### src/rtl/food_spawn_ctrl.sv
// Food placement controller: draws random cells, confirms them with an external
// snake-body checker, and falls back to a raster scan when random draws keep failing.
module food_spawn_ctrl #(
    parameter int CELL_SHIFT = 4,
    parameter int X_CELLS    = 40,
    parameter int Y_CELLS    = 30,
    parameter int MAX_TRIES  = 15
) (
    input  logic       VGA_clk,
    input  logic       reset,
    input  logic [9:0] randX,
    input  logic [8:0] randY,
    input  logic       spawn_req,
    output logic [9:0] occ_query_x,
    output logic [8:0] occ_query_y,
    output logic       occ_query_valid,
    input  logic       occ_resp_valid,
    input  logic       occ_hit,
    output logic [9:0] foodX,
    output logic [8:0] foodY,
    output logic       food_valid,
    output logic       busy,
    output logic       spawn_fail
);
    localparam int TRY_W = $clog2(MAX_TRIES + 1);
    localparam logic [9:0]       X_LIMIT = 10'(X_CELLS);
    localparam logic [8:0]       Y_LIMIT = 9'(Y_CELLS);
    localparam logic [9:0]       X_LAST  = 10'(X_CELLS - 1);
    localparam logic [8:0]       Y_LAST  = 9'(Y_CELLS - 1);
    localparam logic [TRY_W-1:0] TRY_MAX = TRY_W'(MAX_TRIES);

    typedef enum logic [2:0] {
        IDLE, SAMPLE, CHECK, QUERY, WAIT, SCAN_Q, SCAN_W, COMMIT
    } state_t;

    state_t           state_reg, state_next;
    logic [9:0]       cx_reg, cx_next;
    logic [8:0]       cy_reg, cy_next;
    logic [TRY_W-1:0] tries_reg, tries_next;
    logic [9:0]       food_x_reg, food_x_next;
    logic [8:0]       food_y_reg, food_y_next;
    logic             food_valid_reg, food_valid_next;
    logic             busy_reg, busy_next;
    logic             fail_reg, fail_next;
    logic [9:0]       qx_reg, qx_next;
    logic [8:0]       qy_reg, qy_next;
    logic             qvalid_reg, qvalid_next;
    logic             retry;
    logic [TRY_W-1:0] try_inc;

    // Saturating increment so the counter can never wrap back below MAX_TRIES.
    assign try_inc = (tries_reg >= TRY_MAX) ? tries_reg : tries_reg + 1'b1;

    always_ff @(posedge VGA_clk) begin
        if (reset) begin
            state_reg      <= IDLE;
            cx_reg         <= '0;
            cy_reg         <= '0;
            tries_reg      <= '0;
            food_x_reg     <= '0;
            food_y_reg     <= '0;
            food_valid_reg <= 1'b0;
            busy_reg       <= 1'b0;
            fail_reg       <= 1'b0;
            qx_reg         <= '0;
            qy_reg         <= '0;
            qvalid_reg     <= 1'b0;
        end else begin
            state_reg      <= state_next;
            cx_reg         <= cx_next;
            cy_reg         <= cy_next;
            tries_reg      <= tries_next;
            food_x_reg     <= food_x_next;
            food_y_reg     <= food_y_next;
            food_valid_reg <= food_valid_next;
            busy_reg       <= busy_next;
            fail_reg       <= fail_next;
            qx_reg         <= qx_next;
            qy_reg         <= qy_next;
            qvalid_reg     <= qvalid_next;
        end
    end

    always_comb begin
        state_next      = state_reg;
        cx_next         = cx_reg;
        cy_next         = cy_reg;
        tries_next      = tries_reg;
        food_x_next     = food_x_reg;
        food_y_next     = food_y_reg;
        food_valid_next = food_valid_reg;
        busy_next       = busy_reg;
        fail_next       = fail_reg;
        retry           = 1'b0;

        case (state_reg)
            IDLE: begin
                if (spawn_req) begin
                    food_valid_next = 1'b0;
                    fail_next       = 1'b0;
                    tries_next      = '0;
                    busy_next       = 1'b1;
                    state_next      = SAMPLE;
                end
            end
            SAMPLE: begin
                cx_next    = randX >> CELL_SHIFT;
                cy_next    = randY >> CELL_SHIFT;
                state_next = CHECK;
            end
            CHECK: begin
                if (cx_reg >= X_LIMIT || cy_reg >= Y_LIMIT) begin
                    retry = 1'b1;
                end else begin
                    state_next = QUERY;
                end
            end
            QUERY: state_next = WAIT;
            WAIT: begin
                if (occ_resp_valid) begin
                    if (occ_hit) begin
                        retry = 1'b1;
                    end else begin
                        state_next = COMMIT;
                    end
                end
            end
            SCAN_Q: state_next = SCAN_W;
            SCAN_W: begin
                if (occ_resp_valid) begin
                    if (!occ_hit) begin
                        state_next = COMMIT;
                    end else if (cx_reg == X_LAST && cy_reg == Y_LAST) begin
                        fail_next  = 1'b1;
                        busy_next  = 1'b0;
                        state_next = IDLE;
                    end else if (cx_reg == X_LAST) begin
                        cx_next    = '0;
                        cy_next    = cy_reg + 9'd1;
                        state_next = SCAN_Q;
                    end else begin
                        cx_next    = cx_reg + 10'd1;
                        state_next = SCAN_Q;
                    end
                end
            end
            COMMIT: begin
                food_x_next     = cx_reg << CELL_SHIFT;
                food_y_next     = cy_reg << CELL_SHIFT;
                food_valid_next = 1'b1;
                busy_next       = 1'b0;
                state_next      = IDLE;
            end
            default: state_next = IDLE;
        endcase

        // Shared rejection path for out-of-range samples and occupied cells.
        if (retry) begin
            tries_next = try_inc;
            if (try_inc >= TRY_MAX) begin
                cx_next    = '0;
                cy_next    = '0;
                state_next = SCAN_Q;
            end else begin
                state_next = SAMPLE;
            end
        end
    end

    // Query outputs are registered so they line up with the QUERY/SCAN_Q cycle.
    always_comb begin
        qvalid_next = (state_next == QUERY) || (state_next == SCAN_Q);
        qx_next     = cx_next << CELL_SHIFT;
        qy_next     = cy_next << CELL_SHIFT;
    end

    assign occ_query_x     = qx_reg;
    assign occ_query_y     = qy_reg;
    assign occ_query_valid = qvalid_reg;
    assign foodX           = food_x_reg;
    assign foodY           = food_y_reg;
    assign food_valid      = food_valid_reg;
    assign busy            = busy_reg;
    assign spawn_fail      = fail_reg;

endmodule

### config.mk
export PLATFORM = sky130hd
export DESIGN_NAME = food_spawn_ctrl
export DESIGN_NICKNAME = d
export VERILOG_FILES = /design/src/rtl/food_spawn_ctrl.sv
export SDC_FILE = /design/constraint.sdc
export NUM_CORES = 1
export LEC_CHECK = 0
export BUFFER_PORTS_ARGS = -buffer_cell sky130_fd_sc_hd__buf_2
export CORE_ASPECT_RATIO = 1.2
export CORE_MARGIN = 5
export CORE_UTILIZATION = 55
export DETAILED_ROUTE_END_ITERATION = 10
export GPL_ROUTABILITY_DRIVEN = 0
export MAX_ROUTING_LAYER = met4
export PLACE_DENSITY = 0.86
export RECOVER_POWER = 50
export SLEW_MARGIN = 15
export SYNTH_ARGS = -nofsm -noshare
export SYNTH_HDL_FRONTEND = slang
export SYNTH_SLANG_ARGS = --single-unit
### constraint.sdc
create_clock -name VGA_clk -period 3.55 [get_ports VGA_clk]
set_input_delay 0.71 -clock VGA_clk [delete_from_list [all_inputs] [get_ports VGA_clk]]
set_output_delay 0.71 -clock VGA_clk [all_outputs]
set_load 0.05 [all_outputs]
-- Word-level counts from Yosys, hierarchy flattened
Index checks and enable logic that the tools add are counted.
- flip-flop bits (word level): 60
- output and inout bits: 42
- word-level logic and storage cells: 92
- add/subtract/negate cells: 3
- order comparisons: 4
- equality and inequality tests: 15
- muxes and demuxes: 43
- reductions and logical operators: 13
- operators by type and width (kind ; number):
    two-way mux 10 bit ; 6
    two-way mux 9 bit ; 6
    two-way mux 3 bit ; 9
    case mux 3 bit (8 select lines) ; 1
    case mux 10 bit (2 select lines) ; 1
    case mux 9 bit (2 select lines) ; 1
    two-way mux 4 bit ; 4
    == test 3 bit (second input constant) ; 5
    two-way mux 1 bit ; 11
    adder 10 x 1 -> 10 bit (second input constant) ; 1
    == test 10 x 6 -> 1 bit (second input constant) ; 1
    greater-or-equal comparator 10 x 6 -> 1 bit (second input constant) ; 1
    AND reduction 5 bit ; 2
    adder 9 x 1 -> 9 bit (second input constant) ; 1
    == test 3 x 2 -> 1 bit (second input constant) ; 3
    == test 9 x 5 -> 1 bit (second input constant) ; 1
    greater-or-equal comparator 9 x 5 -> 1 bit (second input constant) ; 1
    greater-or-equal comparator 4 bit (second input constant) ; 2
    inequality test 2 bit (second input constant) ; 4
    nonzero test 2 bit ; 4
    case mux 1 bit (2 select lines) ; 3
    adder 4 x 1 -> 4 bit (second input constant) ; 1
    AND reduction 2 bit ; 2
    == test 3 x 1 -> 1 bit (second input constant) ; 1
    5 further kinds ; 6

-- Logic depth before layout (Yosys ltp)
Gate-level depths: netlist (run 1).
- depth after elaboration: 9
- mapped depth: 9

-- Least setup slack after synthesis (run 1)
OpenSTA, ideal clock, no wires.
- kind: input to register
- from: in occ_resp_valid
- to: reg cx_reg[4]
- setup time: 0.126 ns
- arrival: 1.731 ns
- path slack: 1.693 ns
- stages: 7
- path buffers: 2
- path through: nand2_1 nor4b_2 o21a_2 a21o_1 buf_6 buf_12 nor2_4
- cells in the longest elaborated chain, start to end: 4
- elaborated cells on any way between the ends: 6
- ends and longest elaborated chain (what ; RTL line ; RTL):
    start, declared ; 17 ; input logic occ_resp_valid,
    two-way mux 10 bit ; 130 ; if (occ_resp_valid) begin
    case mux 10 bit (2 select lines) ; 96 ; case (state_reg)
    two-way mux 10 bit ; 160 ; if (try_inc >= TRY_MAX) begin
    two-way mux 10 bit (*) ; 158 ; if (retry) begin
    end signal, assigned ; 70 ; cx_reg <= cx_next;
    end, declared ; 37 ; logic [9:0] cx_reg, cx_next;
Mark *: on every way between the ends. The rest lies on a longest branch, timed or not.
A chain may end at the register's enable or synchronous reset.

-- Worst setup path after layout (run 1)
- from: reg tries_reg[0]
- to: reg cx_reg[4]
- cells in the longest elaborated chain, start to end: 5
- elaborated cells on any way between the ends: 6
- ends and longest elaborated chain (what ; RTL line ; RTL):
    start, declared ; 39 ; logic [TRY_W-1:0] tries_reg, tries_next;
    start signal, assigned ; 72 ; tries_reg <= tries_next;
    adder 4 x 1 -> 4 bit / greater-or-equal comparator 4 bit (equally long branches) ; 52 ; assign try_inc = (tries_reg >= TRY_MAX) ? tries_reg : tries_reg + 1'b1;
    two-way mux 4 bit (*) ; 52 ;
    greater-or-equal comparator 4 bit (*) ; 160 ;
    two-way mux 10 bit (*) ; 160 ;
    two-way mux 10 bit (*) ; 158 ;
Marked as above.

==> impl_metrics.env, run 1 <==
export IMPL_worst_clock_skew_ps=8.135
export IMPL_critical_path_class="reg -> reg"
export IMPL_ys_types=62
export IMPL_rows=27
export IMPL_pwr_share_clk=0.304
export IMPL_cts_setup_buffers=0
export IMPL_initial_core_util=0.5675
export IMPL_drt_iter0_markers=150
export IMPL_vias=2277
export IMPL_die_h_um=85.43
export IMPL_finalSetupViolCount=0
export IMPL_crit_fanout=14
export IMPL_nFillCells=440
export IMPL_slew_limit_headroom=0.03523
export IMPL_largest_register_ffs=10
export IMPL_clk_pin_slew_ps=80
export IMPL_wirelength_um=5775
export IMPL_ys_seq_area_frac=0.3148
export IMPL_critPathLaunch="tries_reg[0]$_SDFFE_PP0P_"
export IMPL_dp_hpwl_um=4312
export IMPL_setup_ws_ps=1060
export IMPL_cap_viol_max_count=0
export IMPL_clkLatencyLatePin_ps=300
export IMPL_area_sequential_um2=820.8
export IMPL_core_area_um2=4594
export IMPL_io_buffers=41
export IMPL_max_clock_freq_mhz=401.6
export IMPL_cts_hold_buf=0
export IMPL_grt_pass1_wl_um=9418
export IMPL_ys_ff_latch=41
export IMPL_synth_area_per_cell_um2=8.278
export IMPL_period_share=0.7015
export IMPL_grt_usage=0.1939
export IMPL_dp_slack_ps=886.9
export IMPL_arrival_ps=2670
export IMPL_synthCells=315
export IMPL_drc=0
export IMPL_regToRegEndpoint="cx_reg[4]$_SDFF_PP0_"
export IMPL_p_seq_frac=0.507
export IMPL_via_per_inst=5.750
export IMPL_power_switching_uw=331.8
export IMPL_setup_tns_ps=0
export IMPL_cts_buffers=5
export IMPL_h_tree_depth=2
export IMPL_critPathLaunchType="flip-flop"
export IMPL_power_frac_comb=0.189
export IMPL_ir_drop_mv=0.2659
export IMPL_clkSinkCount=41
export IMPL_overflow=0
export IMPL_die_w_um=72.86
export IMPL_synthAdderAreaFrac=0.02879
export IMPL_rsz0062_at_grt="no"
export IMPL_synth_ff_type="dfxtp_1"
export IMPL_hold_viol=0
export IMPL_reg2reg_slack_ps=1060
export IMPL_synth_xor_area_frac=0.003359
export IMPL_areaGrowthSynthToFinish_pct=3.023
export IMPL_async_reset_ff_frac=0
export IMPL_grt_pass1_vias=2047
export IMPL_drtPass1Iterations=5
export IMPL_cts_resized=0
export IMPL_final_nets=367
export IMPL_wl_per_cell_um=14.58
export IMPL_holdPathEnd="foodY[6]$_SDFFE_PP0P_"
export IMPL_grt_start_max_net_pins=24
export IMPL_clk_path_buf_depth=2
export IMPL_synth_edf_count=0
export IMPL_cts_tree="yes"
export IMPL_cp_data_required_time_ps=3730
export IMPL_dieArea_um2=6224
export IMPL_p_leak_nw=0.9428
export IMPL_hold_path_class="reg -> reg"
export IMPL_internal_power_uw=662.1
export IMPL_power_density_nw_per_um2=370.0
export IMPL_ios=66
export IMPL_antennaDiodeCount=0
export IMPL_worstHoldStart="foodY[6]$_SDFFE_PP0P_"
export IMPL_ff2ff_path_depth=7
export IMPL_multi_input_area_um2=1486
export IMPL_cts_root_buf="clkbuf_8"
export IMPL_synth_top_family_by_area="simple AND/OR/NAND/NOR gates"
export IMPL_synth_simple_gate_area_frac=0.3004
export IMPL_status="finished clean"
export IMPL_slew_viol_final=0
export IMPL_r2r_start="tries_reg[0]$_SDFFE_PP0P_"
export IMPL_yosysWarnings=0
export IMPL_max_slew_worst_pin_slew_ps=1427
export IMPL_power_switching_share=0.3339
export IMPL_drive_above_1_share=0.1568
export IMPL_hold_depth=2
export IMPL_synth_compound_area_frac=0.2011
export IMPL_synth_mux_area_frac=0.01631
export IMPL_period_needed_ps=2490
export IMPL_netlist_area_um2=2608
export IMPL_antenna_found_initial=0
export IMPL_cp_end_kind="flip-flop"
export IMPL_ant_nets=0
## synthesized netlist by cell type (3+ instances only)
library cell,number,area (µm²)
a21oi_1,23,115.1
a21oi_2,7,61.31
a31oi_1,7,43.79
and2_1,3,18.77
and3_1,4,25.02
buf_4,30,225.2
buf_6,4,45.04
clkbuf_1,6,22.52
dfxtp_1,41,820.8
ha_1,6,75.07
inv_1,7,26.28
nand2_1,45,168.9
nand2b_1,4,25.02
nand3_1,18,90.09
nand4_1,4,25.02
nor2_1,14,52.55
nor2_4,3,33.78
nor2b_1,3,18.77
nor3_1,6,30.03
nor4_1,6,37.54
o211ai_1,8,60.06
o21ai_0,7,35.03
o31ai_1,3,22.52
or3_1,4,25.02
## cell usage in the layout (no fill, tap or decap), types with 4 or more instances in the layout
cell type,instances
nor2_1,14
nor3_1,6
buf_2,22
a21oi_2,7
conb_1,16
nand2b_1,4
a31oi_1,7
and3_1,4
or3_1,4
nand2_1,45
nand4_1,4
o211ai_1,8
o21ai_0,7
nand3_1,18
clkbuf_8,5
a21oi_1,23
ha_1,6
nor4_1,6
clkbuf_1,21
inv_1,7
dfxtp_1,41
## critical path: stages (launching register included)
cell and delay (ps):
dfxtp_1 350, ha_1 330, nor3b_1 210, o21ai_0 100, a21boi_0 410, a21o_1 620
buf_4 300, nor2_4 50
## worst max-delay path by stage
| stage | slack, ps | endpoint |
|---|---|---|
| after detailed placement | 890 | cx_reg[4]$_SDFF_PP0_ |
| after global placement | 890 | cx_reg[2]$_SDFF_PP0_ |
| final | 1060 | cx_reg[4]$_SDFF_PP0_ |
| after global routing | 950 | cx_reg[4]$_SDFF_PP0_ |
| after CTS | 1060 | cx_reg[4]$_SDFF_PP0_ |
| after floorplan | 1690 | cx_reg[4]$_SDFF_PP0_ |
## cell families after synthesis
| family | count (synthesis) |
|---|---|
| other | 1 |
| XOR/XNOR | 1 |
| adder cells (fa/ha/maj) | 6 |
| AND/OR/NAND/NOR | 135 |
| AO/OA/AOI/OAI | 77 |
| flip-flops | 41 |
| multiplexers | 4 |
| buffers and inverters | 50 |
## through the flow
step                      total power, mW  hold slack (ps)  area (µm²)    util  std cells
after global placement             0.7013            441.8        2634  0.5733        388
after detailed placement           0.7046            445.8        2634  0.5733        388
final                              0.9939            458.5        2686  0.5847        396
after floorplan                    0.6947            479.1        2664       -        330
after CTS                           1.002            459.0        2718  0.5915        396
after global routing                1.041            483.2        2686  0.5847        396
## power by group through the flow
stage	registers [mW]	clock network, mW	logic (mW)
2_1_floorplan	0.508	0	0.187
6_report	0.504	0.302	0.188
4_1_cts	0.504	0.308	0.190
5_1_grt	0.509	0.332	0.201
3_5_place_dp	0.515	0	0.190
3_3_place_gp	0.515	0	0.187
## cell type report
cell class	count	area share
inverters	7	0.009781
well taps	58	0.02701
flip-flops and latches	41	0.3055
clock inverters	1	0.002795
repair buffers	43	0.07313
clock buffers	7	0.02841
multi-input cells	239	0.5533
## per-layer routing
layer  up-vias  part of all wire  global-route usage
met4         0             0.013             0.06040
met1      1059              0.44              0.2432
li1       1145                 -                   -
met5         -                 0                   -
met3         7             0.070             0.04147
met2        66              0.48              0.3087
No activity file was read; power rests on OpenSTA's default activity.
==> run 2, diff against run 1 <==
--- a/config.mk
+++ b/config.mk
@@ -8,11 +8,11 @@
 export BUFFER_PORTS_ARGS = -buffer_cell sky130_fd_sc_hd__buf_2
 export CORE_ASPECT_RATIO = 1.2
 export CORE_MARGIN = 5
-export CORE_UTILIZATION = 55
+export CORE_UTILIZATION = 48
 export DETAILED_ROUTE_END_ITERATION = 10
 export GPL_ROUTABILITY_DRIVEN = 0
 export MAX_ROUTING_LAYER = met4
-export PLACE_DENSITY = 0.86
+export PLACE_DENSITY = 0.8
 export RECOVER_POWER = 50
 export SLEW_MARGIN = 15
 export SYNTH_ARGS = -nofsm -noshare
==> constraint.sdc (replaced) <==
create_clock -name VGA_clk -period 2.2 [get_ports VGA_clk]
set_input_delay 0.44 -clock VGA_clk [delete_from_list [all_inputs] [get_ports VGA_clk]]
set_output_delay 0.44 -clock VGA_clk [all_outputs]
set_load 0.05 [all_outputs]
==> impl_metrics.env, run 2 (same netlist as run 1, synthesis figures left out) <==
export IMPL_status="finished clean"
export IMPL_dp_cells=406
export IMPL_grt_start_max_net_pins=24
export IMPL_nFillCells=529
export IMPL_regToRegEndpoint="cx_reg[9]$_SDFF_PP0_"
export IMPL_fin_util=0.5314
export IMPL_finalSetupViolCount=0
export IMPL_cp_data_required_time_ps=2410
export IMPL_critPathLaunchType="flip-flop"
export IMPL_r2r_start="cy_reg[0]$_SDFF_PP0_"
export IMPL_core_area_um2=5298
export IMPL_pwr_share_clk=0.309
export IMPL_drive_above_1_share=0.1823
export IMPL_power_switching_share=0.3297
export IMPL_ant_nets=0
export IMPL_max_clock_freq_mhz=497.9
export IMPL_ios=66
export IMPL_worst_clock_skew_ps=8.283
export IMPL_max_slew_worst_pin_slew_ps=618.6
export IMPL_layout_commonest_cell="nand2_1"
export IMPL_grt_pass1_vias=2241
export IMPL_drc=0
export IMPL_setup_tns_ps=0
export IMPL_crit_fanout=13
export IMPL_ff2ff_path_depth=8
export IMPL_slew_limit_headroom=0.5894
export IMPL_vias=2329
export IMPL_clkSinkCount=41
export IMPL_cts_resized=0
export IMPL_cts_root_buf="clkbuf_8"
export IMPL_total_power_mw=1.658
export IMPL_period_needed_ps=2008
export IMPL_cts_hold_buf=0
export IMPL_final_cells=413
export IMPL_wirelength_um=6112
export IMPL_die_w_um=77.28
export IMPL_clk_pin_slew_ps=80
export IMPL_p_seq_frac=0.484
export IMPL_use_met1=0.2167
export IMPL_hold_path_class="in -> reg"
export IMPL_reg2reg_slack_ps=190
export IMPL_rows=29
export IMPL_dieArea_um2=7012
export IMPL_overflow=0
export IMPL_critPathCapture="cx_reg[9]$_SDFF_PP0_"
export IMPL_grt_pass1_wl_um=10320
export IMPL_hold_viol=0
export IMPL_h_tree_depth=2
export IMPL_power_density_nw_per_um2=589.1
export IMPL_critPathLaunch="cy_reg[0]$_SDFF_PP0_"
export IMPL_via_per_inst=5.639
export IMPL_use_met2=0.2935
export IMPL_drt_iter0_markers=137
export IMPL_wl_per_cell_um=14.80
export IMPL_dp_hpwl_um=4675
export IMPL_die_h_um=90.74
export IMPL_holdWs_ps=377.4
export IMPL_p_leak_nw=1.001
export IMPL_io_buffers=41
export IMPL_antenna_found_initial=0
export IMPL_rsz0062_at_grt="no"
export IMPL_cp_end_kind="flip-flop"
export IMPL_initial_core_util=0.4922
export IMPL_internal_power_mw=1.112
export IMPL_clkLatencyLatePin_ps=300
export IMPL_ir_drop_mv=0.4149
export IMPL_critical_path_class="reg -> reg"
export IMPL_arrival_ps=2220
export IMPL_grt_usage=0.1789
export IMPL_antennaDiodeCount=0
export IMPL_grt_busiest_layer="met2"
export IMPL_drtPass1Iterations=4
export IMPL_slew_viol_final=0
export IMPL_power_frac_comb=0.206
export IMPL_cts_buffers=5
export IMPL_areaGrowthSynthToFinish_pct=7.965
export IMPL_clk_path_buf_depth=2
export IMPL_period_share=0.9129
export IMPL_final_cell_mix="nand2_1 (45), dfxtp_1 (41), clkbuf_1 (25)"
export IMPL_cap_viol_max_count=0
export IMPL_met3_usage=0.03792
export IMPL_power_switching_uw=546.8
export IMPL_final_nets=381
export IMPL_largest_register_ffs=10
export IMPL_cts_tree="yes"
export IMPL_cts_setup_buffers=0
-- run 2: critical path: stages (launching register included) --
cell	delay, ps
dfxtp_1	430
inv_1	110
ha_1	200
nor2_1	90
o2111ai_1	170
o21a_2	300
a21o_1	240
buf_12	180
a311oi_1	190
-- run 2: layer usage --
layer  routed length, µm  share of wire
met2                3000           0.49
met5                   0              0
met1                2610           0.43
met3                 434          0.071
met4                  66          0.011
-- run 2: per-stage QoR --
| step | cell area [µm²] | worst slack (ps) |
|---|---|---|
| 6_report | 2815 | 191.5 |
| 3_5_place_dp | 2756 | 232.7 |
| 4_1_cts | 2846 | 188.7 |
| 5_1_grt | 2815 | 27.40 |
| 3_3_place_gp | 2756 | 242.4 |
| 2_1_floorplan | 2664 | 409.3 |
-- run 2: layout make-up --
| cell class | count | area, µm² | share of cell area |
|---|---|---|---|
| timing repair buffer | 57 | 306.5 | 0.1089 |
| sequential | 41 | 820.8 | 0.2916 |
| multi-input combinational | 239 | 1494 | 0.5307 |
| tap | 62 | 77.57 | 0.02756 |
| clock inverter | 1 | 7.507 | 0.002667 |
| clock buffer | 6 | 82.58 | 0.02933 |
| inverter | 7 | 26.28 | 0.009333 |
-- run 2: worst min path at each step --
stage / startpoint / endpoint / cells after the start
2_1_floorplan: cy_reg[2]$_SDFF_PP0_ / foodY[6]$_SDFFE_PP0P_ / 2
3_3_place_gp: foodY[5]$_SDFFE_PP0P_ / foodY[5]$_SDFFE_PP0P_ / 2
3_5_place_dp: foodX[9]$_SDFFE_PP0P_ / foodX[9]$_SDFFE_PP0P_ / 2
4_1_cts: randY[6] / cy_reg[2]$_SDFF_PP0_ / 3
5_1_grt: randY[6] / cy_reg[2]$_SDFF_PP0_ / 3
6_report: randY[6] / cy_reg[2]$_SDFF_PP0_ / 3
-- run 2: power groups by stage --
stage	sequential [mW]	combinational, mW	clock, mW
2_1_floorplan	0.820	0.301	0
3_5_place_dp	0.820	0.345	0
5_1_grt	0.808	0.366	0.567
3_3_place_gp	0.818	0.342	0
4_1_cts	0.802	0.346	0.531
6_report	0.803	0.342	0.513
